<file path="src/rtl/sram_4_port_arbiter_if.sv">
// sram_4_port_arbiter_if
//   Requester-side handshake bundle for sram_4_port_arbiter. Each vector packs
//   four requesters; requester i owns bit i, address byte [8i+7:8i] and
//   data halfword [16i+15:16i].
//   master : requester side (drives requests, receives grants/responses)
//   slave  : arbiter side
interface sram_4_port_arbiter_if;
  logic [3:0]  Req_Valid_In;
  logic [3:0]  Req_Write_In;
  logic [31:0] Req_Address_In;
  logic [63:0] Req_Data_In;
  logic [3:0]  Req_Ready_Out;
  logic [3:0]  Rsp_Valid_Out;
  logic [63:0] Rsp_Data_Out;

  modport master (
    output Req_Valid_In, Req_Write_In, Req_Address_In, Req_Data_In,
    input  Req_Ready_Out, Rsp_Valid_Out, Rsp_Data_Out
  );

  modport slave (
    input  Req_Valid_In, Req_Write_In, Req_Address_In, Req_Data_In,
    output Req_Ready_Out, Rsp_Valid_Out, Rsp_Data_Out
  );
endinterface

</file>
<file path="src/rtl/sram_4_port_arbiter.sv">
// sram_4_port_arbiter
//   Round-robin arbiter/sequencer for a 16-bit x 256-word SRAM with two write
//   ports (A, B) and two read ports (C, D); the SRAM acts on the falling edge.
//   Each rising edge grants up to two writes and two reads, registers the SRAM
//   port signals, and one cycle later returns captured read data to the owner.
//   Ports:
//     Clk_In, Reset_In          clock (rising edge), async active-high reset
//     req_if (slave)            requester valid/write/address/data, ready,
//                               response valid pulse and held response data
//     Port_W_A_* / Port_W_B_*   registered SRAM write port signals
//     Port_R_C_* / Port_R_D_*   registered SRAM read address/enable, read data in
//   Optional feature: define SRAM_ARB_WRITE_FORWARD_EN to return same-cycle write
//   data to a read of the same address (port A takes precedence over B).
module sram_4_port_arbiter (
  input  logic                        Clk_In,
  input  logic                        Reset_In,
  sram_4_port_arbiter_if.slave        req_if,
  output logic [15:0]                 Port_W_A_Data_Out,
  output logic [7:0]                  Port_W_A_Address_Out,
  output logic                        Port_W_A_Write_Enable_Out,
  output logic [15:0]                 Port_W_B_Data_Out,
  output logic [7:0]                  Port_W_B_Address_Out,
  output logic                        Port_W_B_Write_Enable_Out,
  output logic [7:0]                  Port_R_C_Address_Out,
  output logic                        Port_R_C_Read_Enable_Out,
  input  logic [15:0]                 Port_R_C_Data_In,
  output logic [7:0]                  Port_R_D_Address_Out,
  output logic                        Port_R_D_Read_Enable_Out,
  input  logic [15:0]                 Port_R_D_Data_In
);

  logic [3:0][7:0]  req_addr;
  logic [3:0][15:0] req_data;
  logic [3:0][15:0] rsp_data;
  logic [3:0]       rsp_valid;
  logic [1:0]       ptr;

  // Grant decisions for the current cycle
  logic       a_valid, b_valid, c_valid, d_valid;
  logic [1:0] a_id, b_id, c_id, d_id;
  logic [7:0] a_addr;
  logic [1:0] last_pos;
  logic [3:0] ready;
  logic [1:0] r;

  // Read owners registered with the grant
  logic       own_c_valid, own_d_valid;
  logic [1:0] own_c, own_d;
  logic [15:0] c_rdata, d_rdata;

  assign req_addr = req_if.Req_Address_In;
  assign req_data = req_if.Req_Data_In;
  assign req_if.Rsp_Data_Out  = rsp_data;
  assign req_if.Rsp_Valid_Out = rsp_valid;
  // Grants are suppressed while reset is held so no request looks accepted.
  assign req_if.Req_Ready_Out = ready & {4{~Reset_In}};

  // Single priority scan from the pointer. A second writer whose address
  // matches port A's is skipped so a later writer can take port B instead.
  always_comb begin
    a_valid  = 1'b0;
    b_valid  = 1'b0;
    c_valid  = 1'b0;
    d_valid  = 1'b0;
    a_id     = '0;
    b_id     = '0;
    c_id     = '0;
    d_id     = '0;
    a_addr   = '0;
    last_pos = '0;
    ready    = '0;
    r        = '0;
    for (int unsigned k = 0; k < 4; k++) begin
      r = ptr + 2'(k);
      if (req_if.Req_Valid_In[r]) begin
        if (req_if.Req_Write_In[r]) begin
          if (!a_valid) begin
            a_valid  = 1'b1;
            a_id     = r;
            a_addr   = req_addr[r];
            ready[r] = 1'b1;
            last_pos = 2'(k);
          end else if (!b_valid && (req_addr[r] != a_addr)) begin
            b_valid  = 1'b1;
            b_id     = r;
            ready[r] = 1'b1;
            last_pos = 2'(k);
          end
        end else begin
          if (!c_valid) begin
            c_valid  = 1'b1;
            c_id     = r;
            ready[r] = 1'b1;
            last_pos = 2'(k);
          end else if (!d_valid) begin
            d_valid  = 1'b1;
            d_id     = r;
            ready[r] = 1'b1;
            last_pos = 2'(k);
          end
        end
      end
    end
  end

  // Read data selection; the port registers still hold the writes granted
  // alongside these reads, so they double as the forwarding source.
  always_comb begin
`ifdef SRAM_ARB_WRITE_FORWARD_EN
    if (Port_W_A_Write_Enable_Out && (Port_W_A_Address_Out == Port_R_C_Address_Out))
      c_rdata = Port_W_A_Data_Out;
    else if (Port_W_B_Write_Enable_Out && (Port_W_B_Address_Out == Port_R_C_Address_Out))
      c_rdata = Port_W_B_Data_Out;
    else
      c_rdata = Port_R_C_Data_In;
    if (Port_W_A_Write_Enable_Out && (Port_W_A_Address_Out == Port_R_D_Address_Out))
      d_rdata = Port_W_A_Data_Out;
    else if (Port_W_B_Write_Enable_Out && (Port_W_B_Address_Out == Port_R_D_Address_Out))
      d_rdata = Port_W_B_Data_Out;
    else
      d_rdata = Port_R_D_Data_In;
`else
    c_rdata = Port_R_C_Data_In;
    d_rdata = Port_R_D_Data_In;
`endif
  end

  always_ff @(posedge Clk_In or posedge Reset_In) begin
    if (Reset_In) begin
      ptr                       <= '0;
      Port_W_A_Data_Out         <= '0;
      Port_W_A_Address_Out      <= '0;
      Port_W_A_Write_Enable_Out <= 1'b0;
      Port_W_B_Data_Out         <= '0;
      Port_W_B_Address_Out      <= '0;
      Port_W_B_Write_Enable_Out <= 1'b0;
      Port_R_C_Address_Out      <= '0;
      Port_R_C_Read_Enable_Out  <= 1'b0;
      Port_R_D_Address_Out      <= '0;
      Port_R_D_Read_Enable_Out  <= 1'b0;
      own_c_valid               <= 1'b0;
      own_d_valid               <= 1'b0;
      own_c                     <= '0;
      own_d                     <= '0;
      rsp_valid                 <= '0;
      rsp_data                  <= '0;
    end else begin
      // Next priority starts just past the last requester granted in scan order.
      if (|ready)
        ptr <= ptr + last_pos + 2'd1;

      Port_W_A_Write_Enable_Out <= a_valid;
      if (a_valid) begin
        Port_W_A_Address_Out <= a_addr;
        Port_W_A_Data_Out    <= req_data[a_id];
      end
      Port_W_B_Write_Enable_Out <= b_valid;
      if (b_valid) begin
        Port_W_B_Address_Out <= req_addr[b_id];
        Port_W_B_Data_Out    <= req_data[b_id];
      end
      Port_R_C_Read_Enable_Out <= c_valid;
      if (c_valid)
        Port_R_C_Address_Out <= req_addr[c_id];
      Port_R_D_Read_Enable_Out <= d_valid;
      if (d_valid)
        Port_R_D_Address_Out <= req_addr[d_id];

      own_c_valid <= c_valid;
      own_c       <= c_id;
      own_d_valid <= d_valid;
      own_d       <= d_id;

      // C and D owners are always distinct requesters, so the bits never clash.
      rsp_valid <= '0;
      if (own_c_valid) begin
        rsp_data[own_c]  <= c_rdata;
        rsp_valid[own_c] <= 1'b1;
      end
      if (own_d_valid) begin
        rsp_data[own_d]  <= d_rdata;
        rsp_valid[own_d] <= 1'b1;
      end
    end
  end

endmodule

</file>
<file path="src/flat_wrapper.sv">
// flat-port wrapper written by rule: the top's interface ports become plain ports
module sram_4_port_arbiter_flat 
  (Clk_In, Reset_In, Port_W_A_Data_Out, Port_W_A_Address_Out, Port_W_A_Write_Enable_Out, Port_W_B_Data_Out, Port_W_B_Address_Out, Port_W_B_Write_Enable_Out, Port_R_C_Address_Out, Port_R_C_Read_Enable_Out, Port_R_C_Data_In, Port_R_D_Address_Out, Port_R_D_Read_Enable_Out, Port_R_D_Data_In, req_if_Req_Valid_In, req_if_Req_Write_In, req_if_Req_Address_In, req_if_Req_Data_In, req_if_Req_Ready_Out, req_if_Rsp_Valid_Out, req_if_Rsp_Data_Out);
  sram_4_port_arbiter_if req_if_i ();
  input  logic Clk_In;
  input  logic Reset_In;
  output logic [15:0] Port_W_A_Data_Out;
  output logic [7:0] Port_W_A_Address_Out;
  output logic Port_W_A_Write_Enable_Out;
  output logic [15:0] Port_W_B_Data_Out;
  output logic [7:0] Port_W_B_Address_Out;
  output logic Port_W_B_Write_Enable_Out;
  output logic [7:0] Port_R_C_Address_Out;
  output logic Port_R_C_Read_Enable_Out;
  input  logic [15:0] Port_R_C_Data_In;
  output logic [7:0] Port_R_D_Address_Out;
  output logic Port_R_D_Read_Enable_Out;
  input  logic [15:0] Port_R_D_Data_In;
  input wire logic [$bits(req_if_i.Req_Valid_In)-1:0] req_if_Req_Valid_In;
  input wire logic [$bits(req_if_i.Req_Write_In)-1:0] req_if_Req_Write_In;
  input wire logic [$bits(req_if_i.Req_Address_In)-1:0] req_if_Req_Address_In;
  input wire logic [$bits(req_if_i.Req_Data_In)-1:0] req_if_Req_Data_In;
  output wire logic [$bits(req_if_i.Req_Ready_Out)-1:0] req_if_Req_Ready_Out;
  output wire logic [$bits(req_if_i.Rsp_Valid_Out)-1:0] req_if_Rsp_Valid_Out;
  output wire logic [$bits(req_if_i.Rsp_Data_Out)-1:0] req_if_Rsp_Data_Out;
  assign req_if_i.Req_Valid_In = req_if_Req_Valid_In;
  assign req_if_i.Req_Write_In = req_if_Req_Write_In;
  assign req_if_i.Req_Address_In = req_if_Req_Address_In;
  assign req_if_i.Req_Data_In = req_if_Req_Data_In;
  assign req_if_Req_Ready_Out = req_if_i.Req_Ready_Out;
  assign req_if_Rsp_Valid_Out = req_if_i.Rsp_Valid_Out;
  assign req_if_Rsp_Data_Out = req_if_i.Rsp_Data_Out;
  sram_4_port_arbiter u_core (.Clk_In(Clk_In), .Reset_In(Reset_In), .req_if(req_if_i), .Port_W_A_Data_Out(Port_W_A_Data_Out), .Port_W_A_Address_Out(Port_W_A_Address_Out), .Port_W_A_Write_Enable_Out(Port_W_A_Write_Enable_Out), .Port_W_B_Data_Out(Port_W_B_Data_Out), .Port_W_B_Address_Out(Port_W_B_Address_Out), .Port_W_B_Write_Enable_Out(Port_W_B_Write_Enable_Out), .Port_R_C_Address_Out(Port_R_C_Address_Out), .Port_R_C_Read_Enable_Out(Port_R_C_Read_Enable_Out), .Port_R_C_Data_In(Port_R_C_Data_In), .Port_R_D_Address_Out(Port_R_D_Address_Out), .Port_R_D_Read_Enable_Out(Port_R_D_Read_Enable_Out), .Port_R_D_Data_In(Port_R_D_Data_In));
endmodule
</file>
<file path="config.mk">
export PLATFORM = sky130hd
export DESIGN_NAME = sram_4_port_arbiter_flat
export DESIGN_NICKNAME = d
export VERILOG_FILES = /design/src/rtl/sram_4_port_arbiter_if.sv /design/src/rtl/sram_4_port_arbiter.sv /design/src/flat_wrapper.sv
export SDC_FILE = /design/constraint.sdc
export NUM_CORES = 1
export LEC_CHECK = 0
export BUFFER_PORTS_ARGS = -buffer_cell sky130_fd_sc_hd__buf_2
export CAP_MARGIN = 20
export CORE_UTILIZATION = 50
export DETAILED_ROUTE_END_ITERATION = 12
export HOLD_SLACK_MARGIN = 0.12
export PLACE_DENSITY = 0.85
export SKIP_CTS_REPAIR_TIMING = 1
export SLEW_MARGIN = 10
export SYNTH_ARGS = -nofsm -noshare
export SYNTH_HDL_FRONTEND = slang
export SYNTH_SLANG_ARGS = --single-unit
</file>
<file path="constraint.sdc">
create_clock -name Clk_In -period 5.65 [get_ports Clk_In]
set_input_delay 0.2825 -clock Clk_In [delete_from_list [all_inputs] [get_ports Clk_In]]
set_output_delay 0.2825 -clock Clk_In [all_outputs]
set_load 0.01 [all_outputs]
</file>
# --- Yosys cells after proc, flatten, opt, wreduce, memory -nomap -nowiden ---
# Index checks and enable logic that the tools add are counted.
# W data, S select, Z words.
classes:
  add_sub_neg: 5
  mul: 0
  n_div: 0
  order_cmp: 16
  eq_ne: 3
  shift: 0
  n_mux: 182
  n_bitwise: 6
  reduce_logical: 11
op_table:
  columns: ["cell", "n"]
  rows:
  - ["$mux W8", 18]
  - ["$bwmux W64", 2]
  - ["$mux W64", 2]
  - ["$mux W2", 60]
  - ["$bmux W8 S2", 7]
  - ["$mux W4", 19]
  - ["$bmux W16 S2", 2]
  - ["$demux W16 S2", 2]
  - ["$mux W16", 4]
  - ["$mux W1", 52]
  - ["$lt A2 B3 Y1 const B", 10]
  - ["$ne A8 B8 Y1", 3]
  - ["$bmux W1 S2", 8]
  - ["$or A4 B4 Y4", 4]
  - ["$demux W1 S2", 6]
  - ["$ge A2 B1 Y1 const B", 6]
  - ["$logic_and A1 B1 Y1", 8]
  - ["$add A2 B1 Y2 const B", 2]
  - ["$add A2 B2 Y2 const B", 2]
  - ["$and A4 B4 Y4", 1]
  - ["$reduce_or A4 Y1", 1]
  - ["$add A2 B2 Y2", 1]
  - ["$logic_not A1 Y1", 2]
  - ["$not A1 Y1", 1]
totals:
  register_bits: 142
  latch_bits: 0
  mem_bits_rw: 0
  romBits: 0
  inputBits: 138
  out_inout_bits: 140
  elab_cells: 241
  n_memories: 0

# --- Depth between registers and ports, before layout ---
logic_depth:
  word_depth: 23
  mapped_depth: 24
  depth_no_buf: 17

# --- Least setup slack after synthesis ---
# No wires, ideal clock.
synth_timing:
  path_type: "reg-to-reg"
  start: "register u_core.ptr[0]"
  end: "register u_core.ptr[1]"
  setup_ns: 0.071
  arrival_ns: 5.347
  required_ns: 5.579
  path_slack_ns: 0.232
  stages_incl_launch_ff: 24
  path_buffers: 6
  period_less_slack_ns: 5.418
  path_cell_list: "dfrtp_1 buf_6 buf_8 buf_4 buf_2 inv_1 buf_2 ha_1 mux4_2 and2_1 buf_2 o32ai_1 a21oi_1 o31a_1 or3_1 a31oi_1 a21oi_1 o221ai_2 a31oi_1 ha_1 o21bai_1 or3_1 a211o_1 nand4_1"
synth_via:
  elab_chain_cells: 23
  word_cells_on_any_way: 127
  classes_between: "5 x add/sub; 8 x order compare; 3 x eq/ne; 99 x mux; 3 x bitwise; 9 x reduce/logical"
synth_lines:
  columns: ["element", "line_no", "source"]
  rows:
  - ["from (decl)", "sram_4_port_arbiter.sv:36", "logic [1:0] ptr;"]
  - ["from (signal assigned)", "sram_4_port_arbiter.sv:150", "ptr <= ptr + last_pos + 2'd1;"]
  - ["parallel branches: the longest is 23 deep, another holds $add A2 B1 Y2", null, null]
# Parallel ways; which one is timed is not known. The select of a mux whose other input is x is not followed.
# A chain may end at the register's enable or synchronous reset.

# --- Final worst setup path ---
# Ends and elaborated chain as after synthesis.

==> summary.txt <==
Run status
  – Run status: finished clean

Timing
  – Fin Clk Skew: 9.21 ps
  – F_max: 0.189 GHz
  – Hold Vio Cnt, Final: 0
  – Final WS setup: 363 ps
  – Period Utilization, post-route: 93.6%
  – Setup-failing EPs final: 0
  – Worst relative slew slack: 20.1%
  – Slew Limit Fails: 0
  – Total negative slack: 0 ps
  – Min cycle time layout: 5290 ps
  – Unrepaired setup endpoints after global routing: no
  – Slew @ Worst Pin: 1200 ps

Power
  – Sequential power share: 18.5%
  – Clock share of power: 11.1%
  – Combinational share of power: 70.4%
  – Worst vdd ir: 0.451 mV
  – Power Internal: 5.17 mW
  – Sw Share: 50.4%
  – Pwr per Cell Area: 780 nW/um^2
  – LEAKAGE: 6.13 nW
  – Psw: 5.25 mW

Die
  – Die Wd: 151 um
  – Initial Util: 50.9%
  – Ports: 278
  – Die Ht: 151 um
  – Die area: 22800 sq um
  – Core Rows: 54
  – Core footprint: 21800 sq um

Critical path
  – Critical Path Source Type: flop
  – Critical Path RT: 6020 ps
  – Max FO, Critical Path: 18
  – R2R cell count: 17
  – CP endpoint kind: flop
  – Critical path class: flop to flop
  – R2r endpoint: u_core.ptr[1]
  – R2R setup slack: 360 ps
  – Worst r2r src: u_core.ptr[0]
  – Worst EP arrival: 5650 ps

CTS
  – Num CTS Buffers: 17
  – Max H-tree Level: 4
  – Number of buffers on the longest clock path: 2
  – Later-pin clock latency in the skew report: 430 ps
  – Clock transition at the registers of the reported paths: 70 ps
  – Num Clock Sinks: 142
  – TritonCTS clock tree: done
  – Root buffer cell: clkbuf_16

GRT
  – Largest net degree at the start of global routing: 76
  – First-pass GRT wire length: 58.3 mm
  – Remaining Overflow, GRT: 0
  – Initial antenna violation count: 1
  – GRT Util Overall: 33.4%
  – Number of global-route vias before repair: 10500

Detailed routing
  – Vias/cell: 6.57
  – Iter 0 DRT Violations: 1063
  – Highest routed layer: met4
  – DR WL/cell: 22.3 um
  – ANT nets after route: 0
  – Met2 wire length: 17.8 mm
  – First-pass DRT Iterations: 7
  – Post-route DRC violation count: 0
  – WL met1: 15.1 mm
  – Via count: 11400
  – Final wirelength: 38.8 mm
  – DR WL met3: 3.92 mm

Worst hold path
  – Hold crit path type: primary input to flop
  – Min-Delay Endpoint: u_core.req_if.Rsp_Data_Out[6]
  – Hold path cells: 3
  – Worst hold start: Port_R_D_Data_In[6]

Yosys
  – Syn Inst Count: 1205
  – Synth warn: 0
  – Mapped cell area: 11100 sq um
  – Most used DFF post-synth: dfrtp_1
  – Number of synthesized flops with an enable pin: 0
  – Post-synthesis async set-or-reset flop share: 100%
  – Area contributors post-synth: dfrtp_1 (32%), mux2i_1 (11%), mux4_2 (5.9%)
  – Syn Area/Cell: 9.22 sq um
  – Synth top area share: 32.0%
  – Register bit total from synthesis: 142
  – Netlist cell types: 77
  – Post-synthesis cell type with the largest combined area: dfrtp_1
  – Sequential area share after synthesis: 32.0%
  – Post-synthesis net count: 1348

Layout
  – Area occupied by multi-input gates: 6930 sq um
  – Layout cells sized above 1: 28.7%
  – Final core utilization: 61.2%
  – Filler cells: 1835
  – FF/Latch Area: 3560 sq um
  – Area Overhead vs Synth: 20.2%
  – Commonest non-fill, non-tap cell in the layout: buf_2
  – Net count, final: 1584
  – Most frequent cells in the layout: buf_2 (278), nand2_1 (149), dfrtp_1 (141)

Placed design
  – Pre-CTS setup slack: 149 ps
  – Routability congestion estimate: 0.987
  – PortBufs: 277
  – Dpl hpwl: 27.5 mm

Job
  – Max_cap viols: 0
[worst max path at each step]
stage             startpoint                             end  slack (ps)  depth (start not counted)
2_1_floorplan  u_core.ptr[0]                   u_core.ptr[1]         230                         23
3_3_place_gp   u_core.ptr[0]  u_core.Port_W_B_Address_Out[3]         360                         12
3_5_place_dp   u_core.ptr[0]  u_core.Port_W_B_Address_Out[1]         150                         12
4_1_cts        u_core.ptr[0]  u_core.Port_W_B_Address_Out[6]         130                         12
5_1_grt        u_core.ptr[0]                   u_core.ptr[1]          50                         17
6_report       u_core.ptr[0]                   u_core.ptr[1]         360                         17
[synthesized netlist by cell type, types with 3 or more instances]
library cell,n
clkbuf_1,67
o2bb2ai_1,18
nand2_1,149
a222oi_1,4
a21oi_1,41
nand4_1,8
xor2_1,11
a211oi_1,49
a21o_1,18
inv_1,43
buf_2,23
o211ai_1,5
nor2_1,55
nor2b_1,34
mux4_1,12
nand2b_1,26
mux2_2,22
ha_1,5
xnor2_1,7
dfrtp_1,142
buf_8,3
buf_1,6
and2_1,8
o21a_1,3
o21ai_0,87
nand3b_1,3
mux4_2,29
nor3_1,9
and3_1,8
o32ai_1,37
o2111ai_1,3
a31oi_1,28
a221oi_1,12
o22ai_1,4
mux2i_1,126
or2_2,4
nand3_1,16
o311ai_0,5
o32a_1,10
or3_1,4
a32oi_1,10
[power by group through the flow]
stage                     logic [mW]  clock network, mW  registers [mW]
after floorplan                 5.03                  0            2.11
after global placement          7.01                  0            1.92
after detailed placement        7.18                  0            1.94
after CTS                       7.21               1.17            1.93
after global routing            7.89               1.21            1.99
final                           7.34               1.16            1.93
[critical path, stage by stage (launching register included)]
cell      delay (ps)
dfrtp_4          580
inv_1            110
ha_1             550
mux4_2           720
and2_1           260
o32ai_1          300
a21oi_1           70
o31a_1           290
or3_1            460
a31oi_1          210
a21oi_1          170
o221ai_4         340
a31oi_1           80
ha_1             240
o21bai_1         170
or3_1            320
a211o_1          290
nand4_1           60
[cell type report]
cell class	count	share of cell area, %
clock inverter	15	1.28
sequential	142	26.6
timing repair buffer	321	13.1
multi-input combinational	915	51.9
antenna	1	0.0187
tap	280	2.62
clock buffer	17	3.18
inverter	44	1.27
[state kept, by name, indices dropped and copies added, names as in the netlist]
name and count:
u_core.Port_W_A_Address_Out 8, u_core.Port_R_C_Read_Enable_Out 1, u_core.ptr 2, u_core.Port_R_D_Address_Out 8, u_core.req_if.Rsp_Data_Out 64, u_core.Port_W_B_Data_Out 16
u_core.own_d 2, u_core.req_if.Rsp_Valid_Out 4, u_core.Port_W_B_Address_Out 8, u_core.Port_R_D_Read_Enable_Out 1, u_core.Port_W_B_Write_Enable_Out 1, u_core.Port_R_C_Address_Out 8
u_core.Port_W_A_Write_Enable_Out 1, u_core.Port_W_A_Data_Out 16, u_core.own_c 2
[metal layers]
layer | track usage (%) | up-vias
met1 | 44.0 | 5437
met4 | 17.3 | 0
li1 | - | 5059
met2 | 51.6 | 770
met3 | 7.08 | 133
met5 | 0 | -
[logic make-up after synthesis]
kind of cell             after synthesis  share of synthesized area [%]
multiplexers                         189                           22.3
flip-flops                           142                           32.0
AO/OA/AOI/OAI                        364                           23.2
XOR/XNOR                              18                           1.42
AND/OR/NAND/NOR                      339                           14.6
adder cells (fa/ha/maj)                5                          0.563
buffers and inverters                148                           5.91
[stage by stage]
step           area, sq um  total power, mW  cells  hold slack [ps]
6_report             13400             10.4   1735              106
4_1_cts              13200             10.3   1722             32.4
5_1_grt              13400             11.1   1734              121
3_3_place_gp         12600             8.93   1690              457
3_5_place_dp         12600             9.12   1690              460
2_1_floorplan        11100             7.13   1205              399
Power figures use the tool's default switching activity.
